<file path="config.mk">
export PLATFORM = sky130hd
export DESIGN_NAME = mod_memstage_lsq
export DESIGN_NICKNAME = d
export VERILOG_FILES = /design/src/rtl/memstage_pkg.sv /design/src/rtl/mod_load_align.sv /design/src/rtl/mod_memstage_lsq.sv
export SDC_FILE = /design/constraint.sdc
export NUM_CORES = 2
export LEC_CHECK = 0
export CELL_PAD_IN_SITES_DETAIL_PLACEMENT = 1
export CELL_PAD_IN_SITES_GLOBAL_PLACEMENT = 1
export CORE_UTILIZATION = 41
export DETAILED_ROUTE_END_ITERATION = 10
export PLACE_DENSITY_LB_ADDON = 0.3
export SYNTH_ARGS = -nofsm -noshare
export SYNTH_HDL_FRONTEND = slang
export SYNTH_HIERARCHICAL = 1
export SYNTH_SLANG_ARGS = --single-unit
export TNS_END_PERCENT = 50
</file>
<file path="constraint.sdc">
create_clock -name clk -period 4 [get_ports clk]
set_input_delay 0.6 -clock clk [delete_from_list [all_inputs] [get_ports clk]]
set_output_delay 0.6 -clock clk [all_outputs]
set_load 0.03 [all_outputs]
</file>
<file path="src/rtl/memstage_pkg.sv">
// Shared types for the load/store queue memory stage.
// MEMSTAGE_SIGNEXT_EN adds a per-entry sign-extend flag to lsq_entry_t.
package memstage_pkg;
  localparam int MAX_DW = 64;
  localparam int MAX_AW = 64;
  localparam int MAX_TW = 16;

  typedef enum logic [1:0] {OP_PASS = 2'd0, OP_LOAD = 2'd1, OP_STORE = 2'd2} op_e;
  typedef enum logic [1:0] {ST_FREE, ST_ISSUE, ST_RESP, ST_DONE} entry_state_e;
  typedef enum logic [1:0] {SZ_B, SZ_H, SZ_W, SZ_D} size_e;

  typedef struct packed {
    op_e               op;
    logic [MAX_AW-1:0] addr;
    logic [MAX_DW-1:0] data;
    size_e             size;
`ifdef MEMSTAGE_SIGNEXT_EN
    logic              sgn;
`endif
    logic [MAX_TW-1:0] tag;
    entry_state_e      state;
  } lsq_entry_t;

  function automatic int ptr_inc(input int p, input int depth);
    return (p + 1 == depth) ? 0 : p + 1;
  endfunction
endpackage

</file>
<file path="src/rtl/mod_load_align.sv">
// Load return aligner: shifts the addressed bytes to lane 0, then zero/sign extends.
module mod_load_align #(
  parameter int DW = 64
) (
  input  logic [DW-1:0] data,
  input  logic [2:0]    off,
  input  logic [1:0]    size,
  input  logic          sgn,
  output logic [DW-1:0] result
);
  logic [DW-1:0] shifted, keep;
  logic          msb;
  int            nbits;

  always_comb begin
    shifted = data >> {off, 3'b000};
    nbits   = 8 << size;
    if (nbits > DW) nbits = DW;
    keep    = (nbits >= DW) ? '1 : ((DW'(1) << nbits) - DW'(1));
    msb     = |(shifted & (DW'(1) << (nbits - 1)));
    result  = (shifted & keep) | ({DW{sgn & msb}} & ~keep);
  end
endmodule

</file>
<file path="src/rtl/mod_memstage_lsq.sv">
// In-order load/store queue between decode and execute, DEPTH outstanding ops.
// MEMSTAGE_SIGNEXT_EN enables sign extension of loads flagged in_signed.
module mod_memstage_lsq
  import memstage_pkg::*;
#(
  parameter int DW    = 64,
  parameter int AW    = 64,
  parameter int TW    = 16,
  parameter int DEPTH = 4
) (
  input  logic                   clk,
  input  logic                   reset,
  input  logic                   in_valid,
  output logic                   in_ready,
  input  logic [1:0]             in_op,
  input  logic [AW-1:0]          in_addr,
  input  logic [DW-1:0]          in_wdata,
  input  logic [1:0]             in_size,
  input  logic                   in_signed,
  input  logic [TW-1:0]          in_tag,
  output logic                   mem_req_valid,
  input  logic                   mem_req_ready,
  output logic [AW-1:0]          mem_req_addr,
  output logic                   mem_req_we,
  output logic [DW-1:0]          mem_req_wdata,
  output logic [1:0]             mem_req_size,
  input  logic                   mem_resp_valid,
  input  logic [DW-1:0]          mem_resp_data,
  output logic                   out_valid,
  input  logic                   out_ready,
  output logic [DW-1:0]          out_data,
  output logic [TW-1:0]          out_tag,
  output logic                   out_is_store,
  output logic [$clog2(DEPTH):0] occupancy,
  output logic                   protocol_err
);
  localparam int PW = $clog2(DEPTH);
  localparam int CW = PW + 1;
  localparam logic [2:0] OFF_MASK = 3'(DW/8 - 1);

  lsq_entry_t    ent [DEPTH];
  logic [PW-1:0] alloc_ptr, issue_ptr, resp_ptr, retire_ptr;
  logic [CW-1:0] count;
  logic [PW-1:0] iss_idx, resp_idx, scan;
  logic          iss_hit, resp_hit, resp_sgn;
  logic          do_alloc, do_issue, do_resp, do_retire;
  logic [DW-1:0] aligned;
  op_e           in_op_e;

  // Entries are allocated in ring order, so the first ISSUE/RESP slot found
  // scanning forward from the pointer is the oldest one; PASS slots are skipped.
  always_comb begin
    iss_hit  = 1'b0;
    iss_idx  = issue_ptr;
    resp_hit = 1'b0;
    resp_idx = resp_ptr;
    scan     = '0;
    for (int k = 0; k < DEPTH; k++) begin
      scan = issue_ptr + PW'(k);
      if (!iss_hit && ent[scan].state == ST_ISSUE) begin
        iss_hit = 1'b1;
        iss_idx = scan;
      end
      scan = resp_ptr + PW'(k);
      if (!resp_hit && ent[scan].state == ST_RESP) begin
        resp_hit = 1'b1;
        resp_idx = scan;
      end
    end
  end

  assign in_op_e   = (in_op == 2'd3) ? OP_PASS : op_e'(in_op);
  assign in_ready  = reset && (count != CW'(DEPTH));
  assign do_alloc  = in_valid && in_ready;
  assign do_issue  = iss_hit && mem_req_ready;
  assign do_resp   = mem_resp_valid && resp_hit;
  assign do_retire = out_valid && out_ready;

  assign mem_req_valid = iss_hit;
  assign mem_req_addr  = ent[iss_idx].addr[AW-1:0];
  assign mem_req_we    = iss_hit && (ent[iss_idx].op == OP_STORE);
  assign mem_req_wdata = ent[iss_idx].data[DW-1:0];
  assign mem_req_size  = ent[iss_idx].size;

  assign out_valid    = (ent[retire_ptr].state == ST_DONE);
  assign out_is_store = out_valid && (ent[retire_ptr].op == OP_STORE);
  assign out_data     = (ent[retire_ptr].op == OP_STORE) ? '0 : ent[retire_ptr].data[DW-1:0];
  assign out_tag      = ent[retire_ptr].tag[TW-1:0];
  assign occupancy    = count;

`ifdef MEMSTAGE_SIGNEXT_EN
  assign resp_sgn = ent[resp_idx].sgn;
`else
  logic unused_signed;
  assign unused_signed = in_signed;
  assign resp_sgn      = 1'b0;
`endif

  mod_load_align #(.DW(DW)) u_align (
    .data   (mem_resp_data),
    .off    (ent[resp_idx].addr[2:0] & OFF_MASK),
    .size   (ent[resp_idx].size),
    .sgn    (resp_sgn),
    .result (aligned)
  );

  always_ff @(posedge clk or negedge reset) begin
    if (!reset) begin
      for (int i = 0; i < DEPTH; i++) ent[i] <= '0;
      alloc_ptr    <= '0;
      issue_ptr    <= '0;
      resp_ptr     <= '0;
      retire_ptr   <= '0;
      count        <= '0;
      protocol_err <= 1'b0;
    end else begin
      if (do_alloc) begin
        ent[alloc_ptr].op    <= in_op_e;
        ent[alloc_ptr].addr  <= MAX_AW'(in_addr);
        ent[alloc_ptr].data  <= MAX_DW'(in_wdata);
        ent[alloc_ptr].size  <= size_e'(in_size);
        ent[alloc_ptr].tag   <= MAX_TW'(in_tag);
        ent[alloc_ptr].state <= (in_op_e == OP_PASS) ? ST_DONE : ST_ISSUE;
`ifdef MEMSTAGE_SIGNEXT_EN
        ent[alloc_ptr].sgn   <= in_signed;
`endif
        alloc_ptr <= PW'(ptr_inc(int'(alloc_ptr), DEPTH));
      end
      if (do_issue) begin
        ent[iss_idx].state <= ST_RESP;
        issue_ptr          <= PW'(ptr_inc(int'(iss_idx), DEPTH));
      end
      if (do_resp) begin
        ent[resp_idx].state <= ST_DONE;
        if (ent[resp_idx].op == OP_LOAD) ent[resp_idx].data <= MAX_DW'(aligned);
        resp_ptr <= PW'(ptr_inc(int'(resp_idx), DEPTH));
      end
      if (mem_resp_valid && !resp_hit) protocol_err <= 1'b1;
      if (do_retire) begin
        ent[retire_ptr].state <= ST_FREE;
        retire_ptr            <= PW'(ptr_inc(int'(retire_ptr), DEPTH));
      end
      count <= count + CW'(do_alloc) - CW'(do_retire);
    end
  end
endmodule
</file>
* Word-level counts from Yosys, hierarchy flattened *
Index checks and enable logic that the tools add are counted.
Widths: inputs -> output; s select.

cells by class
  add/subtract/negate cells = 13
  $lt $le $gt $ge = 18
  eq/ne operators = 18
  shift operators = 3
  mux-type cells = 91
  bitwise logic cells = 13
  reduce and logical (&&, ||, !) cells = 26

operators by type and width
  kind                   count
  $bwmux 600             10
  $bmux 150 s2           11
  $demux 150 s2          10
  $mux 600               5
  $mux 150               7
  $mux 84                2
  $mux 148               1
  $mux 64                2
  $and 64x64->64         1
  $mux 2                 32
  $shl 1x32->64 const A  1
  $shr 64x6->64          1
  $sub 64x1->64 const B  1
  $ge 3x3->1 const B     12
  $not 2->3              12
  $ge 32x8->1 const B    1
  $gt 32x8->1 const B    1
  $mux 32                1
  $shl 4x2->32 const A   1
  $mux 20                1
  $logic_and 1x1->1      18
  $mux 18                1
  $eq 2x2->1 const B     8
  $add 2x1->3 const B    4
  other kinds (11)       38

storage, ports and cells
  bits in registers = 612
  input port bits = 219
  output and inout port bits = 219
  logic and storage cells = 212

* Longest topological paths before layout *
  depth after elaboration = 31
  depth in mapped cells = 17
  depth with buffers taken out = 13

* Cells and area by module *
The synthesis kept the hierarchy.

modules (own cells, without submodules)
  module            instances  cells each  area an instance (µm²)  seq. area each (µm²)
  mod_memstage_lsq  1          2,788       32,935.3                15,314.7
  mod_load_align    1          303         2,026.9                 0.0

* Least setup slack after synthesis *
Ideal clock, no wire load.

  path kind = reg2reg
  start = reg ent[0] (netlist bit)
  end = reg ent[173] (netlist bit)
  setup time = 128 ps
  arrival time = 3,697 ps
  data required time = 3,872 ps
  path slack = 176 ps
  cell stages (with the launch flop) = 18
  buffers on the path = 6
  period minus slack after synthesis = 3,824 ps
  path through = dfrtp_1 and2b_1 o22ai_1 a22oi_1 and2_1 buf_2 buf_1 mux2i_1 o21ai_0 buf_6 buf_2 buf_2 buf_2 mux2i_1 a21oi_1 nand2_1 o21ai_0 mux2_1

on the way
  longest elaborated chain between the ends = 30
  elaborated cells on any way between the ends = 95
  classes of those cells = 1 x add/sub; 4 x order compare; 10 x eq/ne; 3 x shift; 58 x mux; 3 x bitwise; 16 x reduce/logical

RTL lines
  item                                       RTL line                 source
  start: declaration                         mod_memstage_lsq.sv:41   lsq_entry_t ent [DEPTH];
  $bmux 150 s2                               mod_memstage_lsq.sv:65   if (!resp_hit && ent[scan].state == ST_RESP) begin
  $mux 2 (not written as such) (2 in a row)  mod_memstage_lsq.sv:65
  $eq 2x2->1                                 mod_memstage_lsq.sv:65
  $mux 1                                     mod_memstage_lsq.sv:65
  $logic_not 1->1                            mod_memstage_lsq.sv:65
  $logic_and 1x1->1                          mod_memstage_lsq.sv:65
  $mux 1                                     mod_memstage_lsq.sv:65
  $logic_not 1->1                            mod_memstage_lsq.sv:65
  (+14 left out)                             --
  $mux 64                                    mod_load_align.sv:19     keep = (nbits >= DW) ? '1 : ((DW'(1) << nbits) - DW'(1));
  $and 64x64->64 (*)                         mod_load_align.sv:21     result = (shifted & keep) | ({DW{sgn & msb}} & ~keep);
  net aligned[3]                             mod_memstage_lsq.sv:47   logic [DW-1:0] aligned;
  $bwmux 600 (*)                             mod_memstage_lsq.sv:135  if (ent[resp_idx].op == OP_LOAD) ent[resp_idx].data <= MAX_DW'(aligned);
  $mux 600 (*)                               mod_memstage_lsq.sv:135
  $mux 600 (*)                               mod_memstage_lsq.sv:133  if (do_resp) begin
  $bwmux 600                                 mod_memstage_lsq.sv:140  ent[retire_ptr].state <= ST_FREE;
  $mux 600 (*)                               mod_memstage_lsq.sv:139  if (do_retire) begin

The timed path passes the listed nets; every way through them passes the cells marked *. The select of a mux whose other input is x is not followed.
A chain may end at the register's enable or synchronous reset.

* Worst setup path in the final report *
  start = reg ent[451] (netlist bit)
  end = out mem_req_wdata[52]

on the way
  longest elaborated chain between the ends = 18
  elaborated cells on any way between the ends = 32
  classes of those cells = 4 x eq/ne; 21 x mux; 1 x bitwise; 6 x reduce/logical

RTL lines
  item                                       RTL line                source
  $bmux 150 s2                               mod_memstage_lsq.sv:60  if (!iss_hit && ent[scan].state == ST_ISSUE) begin
  $mux 2 (not written as such) (2 in a row)  mod_memstage_lsq.sv:60
  $eq 2x1->1                                 mod_memstage_lsq.sv:60
  $mux 1                                     mod_memstage_lsq.sv:60
  $logic_not 1->1                            mod_memstage_lsq.sv:60
  $logic_and 1x1->1                          mod_memstage_lsq.sv:60
  $mux 1                                     mod_memstage_lsq.sv:60
  $logic_not 1->1                            mod_memstage_lsq.sv:60
  $logic_and 1x1->1                          mod_memstage_lsq.sv:60
  $mux 1                                     mod_memstage_lsq.sv:60
  $logic_not 1->1                            mod_memstage_lsq.sv:60
  $logic_and 1x1->1                          mod_memstage_lsq.sv:60
  $mux 2 (*)                                 mod_memstage_lsq.sv:60
  $not 2->3 (not written as such) (*)        mod_memstage_lsq.sv:82  assign mem_req_wdata = ent[iss_idx].data[DW-1:0];
  $bmux 150 s2 (*)                           mod_memstage_lsq.sv:82
  $mux 150 (*) (2 in a row)                  --
  end: declaration                           mod_memstage_lsq.sv:25  output logic [DW-1:0] mem_req_wdata,

Mark *: on every way between the ends. The rest lies on a longest branch, timed or not. The select of a mux whose other input is x is not followed.

==> flow_summary.json <==
{
  "slowest_delay_ps": 410,
  "synth_edf_count": 0,
  "placed_area_sq_mm": 0.0410,
  "drt_iter0_markers": 1415,
  "ys.flop_type": "dfrtp_1",
  "finalHoldViolations": 0,
  "maxCapViolCount": 0,
  "clk_latency_ps": 640,
  "die_area_sq_mm": 0.0864,
  "slew_violations": 33,
  "drt-wirelength-per-cell_um": 27.2,
  "grt_pass1_vias": 31200,
  "path_clk_slew_ps": 60,
  "startpoint_type": "flop",
  "critPathArrivalTime_ps": 3300,
  "start_util": 0.416,
  "startpoint": "ent[451]$_DFF_PN0_",
  "syn_avg_cell_area_sq_um": 11.3,
  "grt_setup_unrepaired": "true",
  "core_sq_mm": 0.0840,
  "final.period_utilization": 0.976,
  "ys_seq_elements": 612,
  "routed_via_density": 5.83,
  "critPathCapture": "mem_req_wdata[52]",
  "cts-root-buf": "clkbuf_16",
  "htree_num_levels": 3,
  "globalRouteOverflowTotal": 0,
  "clockBufferDepth": 3,
  "tritoncts": "yes",
  "run_status": "finished with violations",
  "path_max_fanout": 24,
  "relSlewSlack": -0.0568,
  "design_area_sq_mm": 0.0444,
  "cts.sink_count": 612,
  "worstHoldPathType": "primary input to asynchronous set/reset pin",
  "ys_seq_area_frac": 0.438,
  "path_cells": "nand2b_4 -> nand3_2 -> o31ai_2 -> o32a_4 -> buf_12 -> inv_16 -> buf_12 -> bufbuf_16 -> nand2_1 -> and3_1 -> a31oi_1 -> clkdlybuf4s15_2",
  "dpl.hpwl_um": 83300,
  "ys_types": 59,
  "worstPathRequired_ps": 3400,
  "place_congestion": 0.839,
  "die_w_um": 294,
  "ioPinCount": 438,
  "fp-row-count": 106,
  "nNetsFinal": 3759,
  "worst_slew_pin_slew_ps": 1580,
  "rr_worst_depth": 12,
  "yosysWarnings": 6,
  "reg2reg_to": "ent[475]$_DFF_PN0_",
  "yosys-top-cells-area": "dfrtp_1 44%, mux2_2 25%, nand2_1 6.7%",
  "dieHeight_um": 294,
  "antenna_found_initial": 28,
  "synth_cells": 3091,
  "max_freq_ghz": 0.256,
  "drive_gt1_frac": 0.359,
  "cpMostUsedCell": "buf_12",
  "synth_top_area_share": 0.438,
  "violations": "max-slew violations",
  "reg2reg_from": "ent[0]$_DFF_PN0_",
  "grt_max_degree": 175,
  "path_class": "flop to primary output",
  "wl_um": 128000,
  "gr-usage-all-layers": 0.296,
  "synthArstFlopShare": 1.00,
  "numPortBuffers": 436,
  "grt_pass1_wl_um": 195000,
  "fin_skew_ps": 20.0,
  "vias": 27500,
  "netlist_area_sq_mm": 0.0350,
  "drc": 0,
  "dr.pass1.iters": 7,
  "area_growth_pct": 26.9,
  "finalCriticalPeriod_ps": 3900,
  "setup_viol": 0,
  "cp_slowest_cell": "dfrtp_1",
  "endpoint_kind": "primary output",
  "rrSetupSlack_ps": 160,
  "numCtsBuffers": 73,
  "ant_nets": 0,
  "synth.largest_area_cell": "dfrtp_1"
}
==> synthesized netlist by cell type (all sizes together) (5+ instances only) <==
| library cell | number |
|---|---|
| mux2 | 868 |
| nand2 | 626 |
| dfrtp | 612 |
| clkbuf | 155 |
| and3 | 142 |
| a31oi | 133 |
| mux4 | 92 |
| buf | 84 |
| nor2b | 78 |
| o21ai | 54 |
| mux2i | 47 |
| nor2 | 29 |
| a21oi | 26 |
| a211oi | 24 |
| ha | 22 |
| inv | 20 |
| nand2b | 14 |
| o22ai | 10 |
| a22oi | 5 |
| and2 | 5 |
| nand3 | 5 |
==> layout make-up <==
type / count / area, sq um
fill: 8686 / 39600
multi-input combinational: 2223 / 18800
sequential: 612 / 15300
timing repair buffer: 585 / 6170
clock buffer: 104 / 2120
tap: 1134 / 1420
clock inverter: 28 / 423
inverter: 21 / 103
antenna: 13 / 32.5
timing repair inverter: 1 / 8.76
==> worst min path at each step <==
stage	startpoint	endpoint	slack (ps)	cells past startpoint
6_report	reset	asynchronous set/reset pin	350	2
4_1_cts	reset	asynchronous set/reset pin	310	2
3_3_place_gp	reset	asynchronous set/reset pin	400	1
2_1_floorplan	reset	asynchronous set/reset pin	300	0
3_5_place_dp	reset	asynchronous set/reset pin	400	1
5_1_grt	reset	asynchronous set/reset pin	340	2
==> per-layer routing <==
layer  share of wire  track usage  up-vias
met1            0.40        0.360    14500
met4           0.040        0.132       28
met2            0.50        0.507      769
li1                -            -    11900
met3           0.056       0.0589      266
met5          0.0015            0        -
==> timing repair <==
action,in CTS,in global routing
hold endpoints to repair,3,0
pin swaps,1,5
setup endpoints to repair,167,278
gates resized for setup,103,56
cloned,8,1
hold buffers,1,0
setup buffers,16,14
==> kinds of logic after synthesis <==
| logic type | count (synthesis) | synth area share |
|---|---|---|
| multiplexers | 1007 | 0.352 |
| AND/OR/NAND/NOR | 907 | 0.116 |
| XOR/XNOR | 2 | 0.000501 |
| other | 1 | 0.000107 |
| AO/OA/AOI/OAI | 279 | 0.0526 |
| flip-flops | 612 | 0.438 |
| adder cells (fa/ha/maj) | 23 | 0.00845 |
| buffers and inverters | 260 | 0.0325 |
==> per-stage QoR <==
step	TNS, ps	worst slack [ps]	instances	hold slack (ps)	util
finish	0	95.8	4721	346	0.528
global route	-45.1	-18.3	4718	340	0.528
CTS	-15.5	-11.2	4693	314	0.525
detailed placement	-851	-86.2	4536	396	0.489
global placement	-16580	-499	4536	398	0.489
floorplan	0	176	3095	304	-
==> cell usage in the layout, fill, tap and decap left out, types with 9 or more instances in the layout <==
master           count
mux2i_1             45
o21ai_0             44
diode_2             13
clkdlybuf4s50_1    303
nor2b_1             77
buf_4              153
clkinv_2            13
o22ai_1              9
inv_1               19
clkbuf_16           75
clkbuf_8            16
nand2_1            626
nor2_1              27
a211oi_1            19
clkbuf_2             9
nand2b_1             9
buf_16              10
a31oi_1            124
dfrtp_1            609
mux4_2              92
buf_12              49
a21oi_1             21
and3_1             138
dlygate4sd2_1       43
clkbuf_1            14
mux2_2             781
ha_1                22
mux2_1              87
==> critical path: cells and delay by family (launching register included) <==
family	cells	cell delay [ps]
DFF	1	410
and+or+nand+nor	4	530
AOI/OAI and AO/OA	3	700
buffers and inverters	5	1010
Power is not shown: default switching activity piles up to over one toggle a cycle in this logic, so the estimate is an artifact.
